**src/rtl/arb_pkg.sv**
```systemverilog
// Shared definitions for the memory-port arbiter: FSM states, requester
// indices and the default stall limit.
package arb_pkg;

    typedef enum logic {
        ST_IDLE = 1'b0,
        ST_BUSY = 1'b1
    } state_t;

    localparam logic REQ_IF = 1'b0;
    localparam logic REQ_DM = 1'b1;

    localparam int DEFAULT_TIMEOUT_CYCLES = 16;

endpackage

```
**src/rtl/mem_port_arbiter_rr_pick2.sv**
```systemverilog
// Two-way round-robin picker: a sole requester always wins; on a tie the
// requester that did not win last time goes first.
module rr_pick2
    import arb_pkg::*;
(
    input  logic req0,
    input  logic req1,
    input  logic last,
    output logic any,
    output logic winner
);

    always_comb begin
        any = req0 | req1;
        if (req0 && req1) begin
            winner = ~last;
        end else if (req1) begin
            winner = REQ_DM;
        end else begin
            winner = REQ_IF;
        end
    end

endmodule

```
**src/rtl/mem_port_arbiter.sv**
```systemverilog
// Round-robin owner of one shared memory port for instruction fetch (0) and
// data access (1), one transaction per grant, with a stall abort.
//
// state   | meaning
// --------+---------------------------------------------------------------
// ST_IDLE | no access in flight; arbitrate, sel holds the last owner
// ST_BUSY | access latched for requester sel; wait for mem_ready or abort
module mem_port_arbiter
    import arb_pkg::*;
#(
    parameter int TIMEOUT_CYCLES = DEFAULT_TIMEOUT_CYCLES,
    parameter int CNT_W          = 5
) (
    input  logic clk,
    input  logic rst_n,
    input  logic req0,
    input  logic we0,
    input  logic req1,
    input  logic we1,
    input  logic mem_ready,
    output logic sel,
    output logic mem_en,
    output logic mem_we,
    output logic gnt0,
    output logic gnt1,
    output logic done0,
    output logic done1,
    output logic timeout
);

    localparam bit               TO_EN   = (TIMEOUT_CYCLES > 0);
    localparam logic [CNT_W-1:0] TO_LAST = CNT_W'((TIMEOUT_CYCLES > 0) ? TIMEOUT_CYCLES - 1 : 0);

    state_t           state, state_nxt;
    logic             last, last_nxt;
    logic [CNT_W-1:0] cnt, cnt_nxt;
    logic             sel_nxt, gnt0_nxt, gnt1_nxt, en_nxt, we_nxt, timeout_nxt;
    logic             any, winner;

    rr_pick2 u_pick (
        .req0   (req0),
        .req1   (req1),
        .last   (last),
        .any    (any),
        .winner (winner)
    );

    always_comb begin
        state_nxt   = state;
        sel_nxt     = sel;
        last_nxt    = last;
        cnt_nxt     = cnt;
        gnt0_nxt    = gnt0;
        gnt1_nxt    = gnt1;
        en_nxt      = mem_en;
        we_nxt      = mem_we;
        timeout_nxt = 1'b0;

        unique case (state)
            ST_IDLE: begin
                if (any) begin
                    state_nxt = ST_BUSY;
                    sel_nxt   = winner;
                    gnt0_nxt  = (winner == REQ_IF);
                    gnt1_nxt  = (winner == REQ_DM);
                    en_nxt    = 1'b1;
                    we_nxt    = (winner == REQ_DM) ? we1 : we0;
                    cnt_nxt   = '0;
                end
            end
            ST_BUSY: begin
                // Completion takes priority over an abort in the same cycle.
                if (mem_ready || (TO_EN && cnt == TO_LAST)) begin
                    state_nxt   = ST_IDLE;
                    gnt0_nxt    = 1'b0;
                    gnt1_nxt    = 1'b0;
                    en_nxt      = 1'b0;
                    we_nxt      = 1'b0;
                    last_nxt    = sel;
                    timeout_nxt = ~mem_ready;
                end else begin
                    cnt_nxt = cnt + CNT_W'(1);
                end
            end
        endcase
    end

    always_ff @(posedge clk or negedge rst_n) begin
        if (!rst_n) begin
            state   <= ST_IDLE;
            sel     <= 1'b0;
            last    <= 1'b1;
            cnt     <= '0;
            gnt0    <= 1'b0;
            gnt1    <= 1'b0;
            mem_en  <= 1'b0;
            mem_we  <= 1'b0;
            timeout <= 1'b0;
        end else begin
            state   <= state_nxt;
            sel     <= sel_nxt;
            last    <= last_nxt;
            cnt     <= cnt_nxt;
            gnt0    <= gnt0_nxt;
            gnt1    <= gnt1_nxt;
            mem_en  <= en_nxt;
            mem_we  <= we_nxt;
            timeout <= timeout_nxt;
        end
    end

    assign done0 = gnt0 & mem_ready;
    assign done1 = gnt1 & mem_ready;

endmodule

```
**config.mk**
```make
export PLATFORM = sky130hd
export DESIGN_NAME = mem_port_arbiter
export DESIGN_NICKNAME = d
export VERILOG_FILES = /design/src/rtl/arb_pkg.sv /design/src/rtl/mem_port_arbiter_rr_pick2.sv /design/src/rtl/mem_port_arbiter.sv
export SDC_FILE = /design/constraint.sdc
export NUM_CORES = 1
export LEC_CHECK = 0
export ABC_AREA = 1
export CAP_MARGIN = 20
export CORE_AREA = 2 2 40 42
export DETAILED_ROUTE_END_ITERATION = 6
export DIE_AREA = 0 0 42 44
export HOLD_SLACK_MARGIN = 0.03
export PLACE_DENSITY = 0.71
export SYNTH_ARGS = -nofsm -noshare
export SYNTH_HDL_FRONTEND = slang
export SYNTH_SLANG_ARGS = --single-unit
export TNS_END_PERCENT = 20
```
**constraint.sdc**
```tcl
create_clock -name clk -period 1.8 [get_ports clk]
set_input_delay 0.27 -clock clk [delete_from_list [all_inputs] [get_ports clk]]
set_output_delay 0.27 -clock clk [all_outputs]
set_load 0.03 [all_outputs]
```
==> results of run 1 <==
==> worst max-delay path, delay by kind of cell, from the launching register on <==
family          cells  cell delay, ns
compound gates      1            0.12
simple gates        5            0.45
buf+inv             1            0.15
flops               1            0.41
fa+ha+maj           2            0.41
==> per-layer routing <==
metal	track usage, %	vias to the layer above
li1	-	255
met1	20.6	224
met2	25.6	17
met3	4.58	4
met4	11.6	0
met5	0	-
==> logic make-up (layout without fill, tap and decap cells) <==
| group | Yosys count | in the layout |
|---|---|---|
| AND/OR/NAND/NOR | 38 | 38 |
| flip-flops | 13 | 13 |
| buffers and inverters | 8 | 26 |
| AO/OA/AOI/OAI | 7 | 7 |
| adder cells (fa/ha/maj) | 2 | 2 |
==> power by group through the flow <==
stage	Combinational (W)	Clock, W	Sequential, W
CTS	0.000411	0.000183	0.000443
finish	0.000407	0.000173	0.000443
global route	0.000455	0.000196	0.000458
floorplan	0.000181	0	0.000519
detailed placement	0.000410	0	0.000449
global placement	0.000403	0	0.000443
==> path summary, 6_finish.rpt <==
| kind | start | to | slack (ns) | cells after the start |
|---|---|---|---|---|
| setup / recovery | cnt[0] | cnt[0] | 0.17 | 9 |
| hold / removal | rst_n | sel | 0.36 | 1 |
| hold reg to reg | last | last | 0.50 | 2 |
| setup reg to reg | cnt[0] | cnt[0] | 0.17 | 9 |
| min in group clk | last | last | 0.50 | 2 |
| max in group asynchronous | rst_n | gnt1 | 1.07 | 1 |
==> cell usage after synthesis <==
master   number
dfstp_2       1
o22ai_1       1
inv_1         8
dfrtp_1      12
nand2_1      20
nor2_1        4
nand3_1      11
ha_1          2
o21ai_0       1
o21ai_1       3
a21oi_1       1
o21ai_4       1
nand2_4       1
or2_2         1
nor3b_1       1
==> placed cells by master, fill, tap and decap left out, types with 2 or more instances in the layout <==
cell / count
o21ai_1: 2
nor2_1: 3
clkbuf_4: 3
nand2_1: 20
clkdlybuf4s50_1: 12
buf_4: 2
dfrtp_1: 12
inv_1: 8
ha_1: 2
nand3_1: 11
==> flip-flops by register name, indices dropped and copies added, names as in the netlist <==
name and cells:
mem_we 1, gnt0 1, last 1, gnt1 1, sel 1, mem_en 1
timeout 1, state 1, cnt 5
==> final cells by class <==
class,instances,area [um2]
fill,136,632
sequential,13,327
multi-input combinational,47,249
timing repair buffer,14,135
inverter,8,30.0
clock buffer,4,26.3
tap,16,20.0
==> stage by stage <==
| step | std cells | utilization [%] | area, um2 | TNS [ns] |
|---|---|---|---|---|
| 3_3_place_gp | 98 | 53.2 | 754 | 0 |
| 6_report | 102 | 55.5 | 787 | 0 |
| 3_5_place_dp | 98 | 53.2 | 754 | 0 |
| 2_1_floorplan | 68 | - | 599 | 0 |
| 5_1_grt | 102 | 55.5 | 787 | -0.00487 |
| 4_1_cts | 102 | 55.0 | 781 | 0 |
==> reports/qor.txt, run 1 <==
Post-Synth XOR/XNOR Area = 0%
clock slew at reported path FFs = 0.07 ns
crit start category = register
Max H-tree Level = 1
most frequent CP cell = nor2_1
first-pass GRT wire length = 2220 um
Slew HR = 62.1%
wire length on met3 = 87 um
Die H = 44 um
max-cap violation count = 0
Initial Util = 42.2%
postcts setup bufs = 0
Total GRT Usage = 16.7%
total design power = 0.00102 W
detailed placement HPWL = 910 um
antenna violations before repair = 0
outcome = finished clean
CTS tree = built
fmax = 614 MHz
core region area = 0.00142 mm2
Clk network pwr share = 16.9%
final RePlAce weighted congestion = 0.769
static leakage = 0.398 nW
Peak VDD IR = 0.585 mV
P&R area growth vs syn = 31.3%
switching power = 0.000390 W
Rows = 14
Ys Warns = 0
RSZ-0062 raised after global routing = true
clk sinks = 13
Sequential Power Share = 43.3%
layout cells sized above 1 = 12.8%
# diodes = 0
combinational share of power = 39.8%
vias = 500
Synth Register Bits = 13
largest family of logic cells by synthesized area = simple AND/OR/NAND/NOR gates
Routed WL = 1170 um
cells after synthesis = 68
Hold Path Class = input pin to asynchronous set/reset pin
num ports = 15
Slowest cell on crit path = dfrtp_1
largest net degree at the start of global routing = 14
Post-Syn Nets = 77
nets@finish = 96
drt initial violations = 5
Internal = 0.000633 W
Setup WS pre-CTS = 0.115 ns
met1 WL = 505 um
final setup vio count = 0
routed vias/inst = 4.90
number of buffers created by CTS = 3
Setup Skew = 0.00516 ns
Area contributors post-synth = dfrtp_1 (50%), nand2_1 (13%), nand3_1 (9.2%)
post-synthesis compound-gate area fraction = 7.93%
delay of the slowest cell on the worst path = 0.41 ns
vias in the first global route = 499
Horiz. Die Dim = 42 um
Root Driver = clkbuf_4
mux cell area share after synthesis = 0%
wire length per cell = 11.5 um
post-cts repair resize count = 0
syn avg cell area = 8.81 um2
Synth Area in Adders = 4.18%
min cycle time layout = 1.63 ns
Setup CP Type = register to register
worst setup margin = 0.172 ns
Clock Path Buffers = 2
DRT Pass-1 Iters = 4
metal2 WL = 542 um
synth unique cells = 15
CP arrival = 1.83 ns
final hold vios = 0
CP Data Required Time = 2.00 ns
post-synthesis sequential area ratio = 54.5%
gr ovfl total = 0
Tightest Pin Transition = 0.567 ns
Top Layer Used = met4
CTS hold repair buffers = 0
CP Cell Sequence = ha_1, nand2_1, nor2_1, ha_1, nor2_1, nand2_1, inv_1, nor2_1, a21oi_1
Critical Path End Type = register
cell taking the most area after synthesis = dfrtp_1
post-route antenna net violation count = 0
Cell Pwr Density = 1300 mW/mm2
max-slew violations = 0
Sw Share = 38.1%
Tcrit/Tclk final = 90.4%
Port Buf Inserts = 14
DR DRC count = 0
worst hold slack = 0.355 ns
Simple-Gate Fraction of Synth Area = 28.4%
Synth top area share = 50.1%
clk_lat worst skew = 0.27 ns
Cell Area, Synth = 599 um2
die area = 0.00185 mm2
Max FO, Critical Path = 6
Power figures use the tool's default switching activity.
==> run 2: changes to the inputs <==
- PLACE_DENSITY: 0.71 -> 0.82
==> reports/qor.txt, run 2 (same netlist as run 1, synthesis figures left out) <==
worst setup margin = 0.203 ns
max-slew violations = 0
CP arrival = 1.79 ns
number of buffers created by CTS = 3
Slew HR = 62.0%
Largest Register = cnt
switching power = 0.000399 W
Tightest Pin Transition = 0.568 ns
Critical Path End Type = register
placed inst area = 754 um2
min cycle time layout = 1.60 ns
layout cells sized above 1 = 12.8%
Peak VDD IR = 0.563 mV
CTS tree = built
fmax = 626 MHz
Total GRT Usage = 15.1%
commonest non-fill, non-tap cell in the layout = nand2_1
Rows = 14
final RePlAce weighted congestion = 0.717
setup_tns = 0 ns
Max H-tree Level = 1
final setup vio count = 0
crit start category = register
Sequential Power Share = 43.0%
Cell Pwr Density = 1310 mW/mm2
fin cells = 102
routed vias/inst = 5.05
wire length per cell = 11.8 um
Max FO, Critical Path = 6
num ports = 15
Root Driver = clkbuf_4
core region area = 0.00142 mm2
max-cap violation count = 0
detailed placement HPWL = 948 um
DRT Pass-1 Iters = 4
RSZ-0062 raised after global routing = false
# diodes = 0
CP Data Required Time = 1.99 ns
first-pass GRT wire length = 2030 um
commonest cells after routing, fill and taps aside = nand2_1 (19), dfrtp_1 (12), clkdlybuf4s50_1 (12)
Setup Skew = 0.0104 ns
vias = 515
worst hold slack = 0.354 ns
Setup WS pre-CTS = 0.0769 ns
r2r worst-path depth = 9
final instance area = 787 um2
max reg flops = 5
vias in the first global route = 508
clk_lat worst skew = 0.27 ns
final hold vios = 0
Horiz. Die Dim = 42 um
P&R area growth vs syn = 31.3%
drt initial violations = 12
DR DRC count = 0
outcome = finished clean
Clock Path Buffers = 2
Die H = 44 um
combinational share of power = 39.9%
Routed WL = 1200 um
clock slew at reported path FFs = 0.08 ns
Internal = 0.000634 W
Port Buf Inserts = 14
antenna violations before repair = 0
Tcrit/Tclk final = 88.7%
Clk network pwr share = 17.1%
post-route antenna net violation count = 0
nets@finish = 96
Sw Share = 38.6%
Setup CP Type = register to register
clk sinks = 13
die area = 0.00185 mm2
Initial Util = 42.2%
gr ovfl total = 0
dpl cells = 98
largest net degree at the start of global routing = 14
Hold Path Class = input pin to asynchronous set/reset pin
CTS hold repair buffers = 0
static leakage = 0.399 nW
## run 2: changes by cell type in the layout (fill, tap and decap cells not counted)
| cell | before | now |
|---|---|---|
| nand2_1 | 20 | 19 |
| nand2_2 | 0 | 1 |
| nor2_1 | 3 | 4 |
| nor2_2 | 1 | 0 |
## run 2: cell type report
| type | instances | area, um2 |
|---|---|---|
| inverters | 8 | 30.0 |
| flip-flops and latches | 13 | 327 |
| clock buffers | 4 | 26.3 |
| multi-input cells | 47 | 249 |
| well taps | 16 | 20.0 |
| fillers | 138 | 632 |
| repair buffers | 14 | 135 |
## run 2: final timing paths
check / start / to / slack, ns
worst max-delay path: cnt[0] / cnt[3] / 0.20
worst min-delay path: rst_n / sel / 0.35
worst max register to register: cnt[0] / cnt[3] / 0.20
worst min register to register: last / last / 0.50
max in group asynchronous: rst_n / cnt[4] / 1.06
min in group clk: last / last / 0.50
## run 2: routing by layer
layer	wire length, um	global-route usage (%)	share of wire, %
met1	496	16.2	41
met2	642	26.3	54
met3	52	4.17	4.3
met4	8	9.68	0.67
met5	0	0	0
## run 2: power by group through the flow
stage | Sequential [W] | Clock, W | Combinational (W)
2_1_floorplan | 0.000519 | 0 | 0.000181
3_3_place_gp | 0.000448 | 0 | 0.000401
3_5_place_dp | 0.000450 | 0 | 0.000415
4_1_cts | 0.000444 | 0.000186 | 0.000415
5_1_grt | 0.000457 | 0.000199 | 0.000452
6_report | 0.000444 | 0.000177 | 0.000412
## run 2: stage by stage
step,util [%],total power (W)
final,55.5,0.00103
after global routing,55.5,0.00111
after CTS,55.0,0.00105
after detailed placement,53.2,0.000865
after global placement,53.2,0.000849
after floorplan,-,0.000700
## run 2: critical path, cell delays in order, from the launching register on
cell     delay, ns
dfrtp_1       0.41
ha_1          0.22
nand2_1       0.08
nor2_1        0.05
ha_1          0.21
nor2_1        0.14
nand2_2       0.13
nor2_1        0.14
nand2_1       0.06
o21ai_1       0.07
## run 2: timing repair
item | in CTS | in global routing
setup buffers | 0 | 0
setup endpoints to repair | 0 | 5
resized for setup | 0 | 2
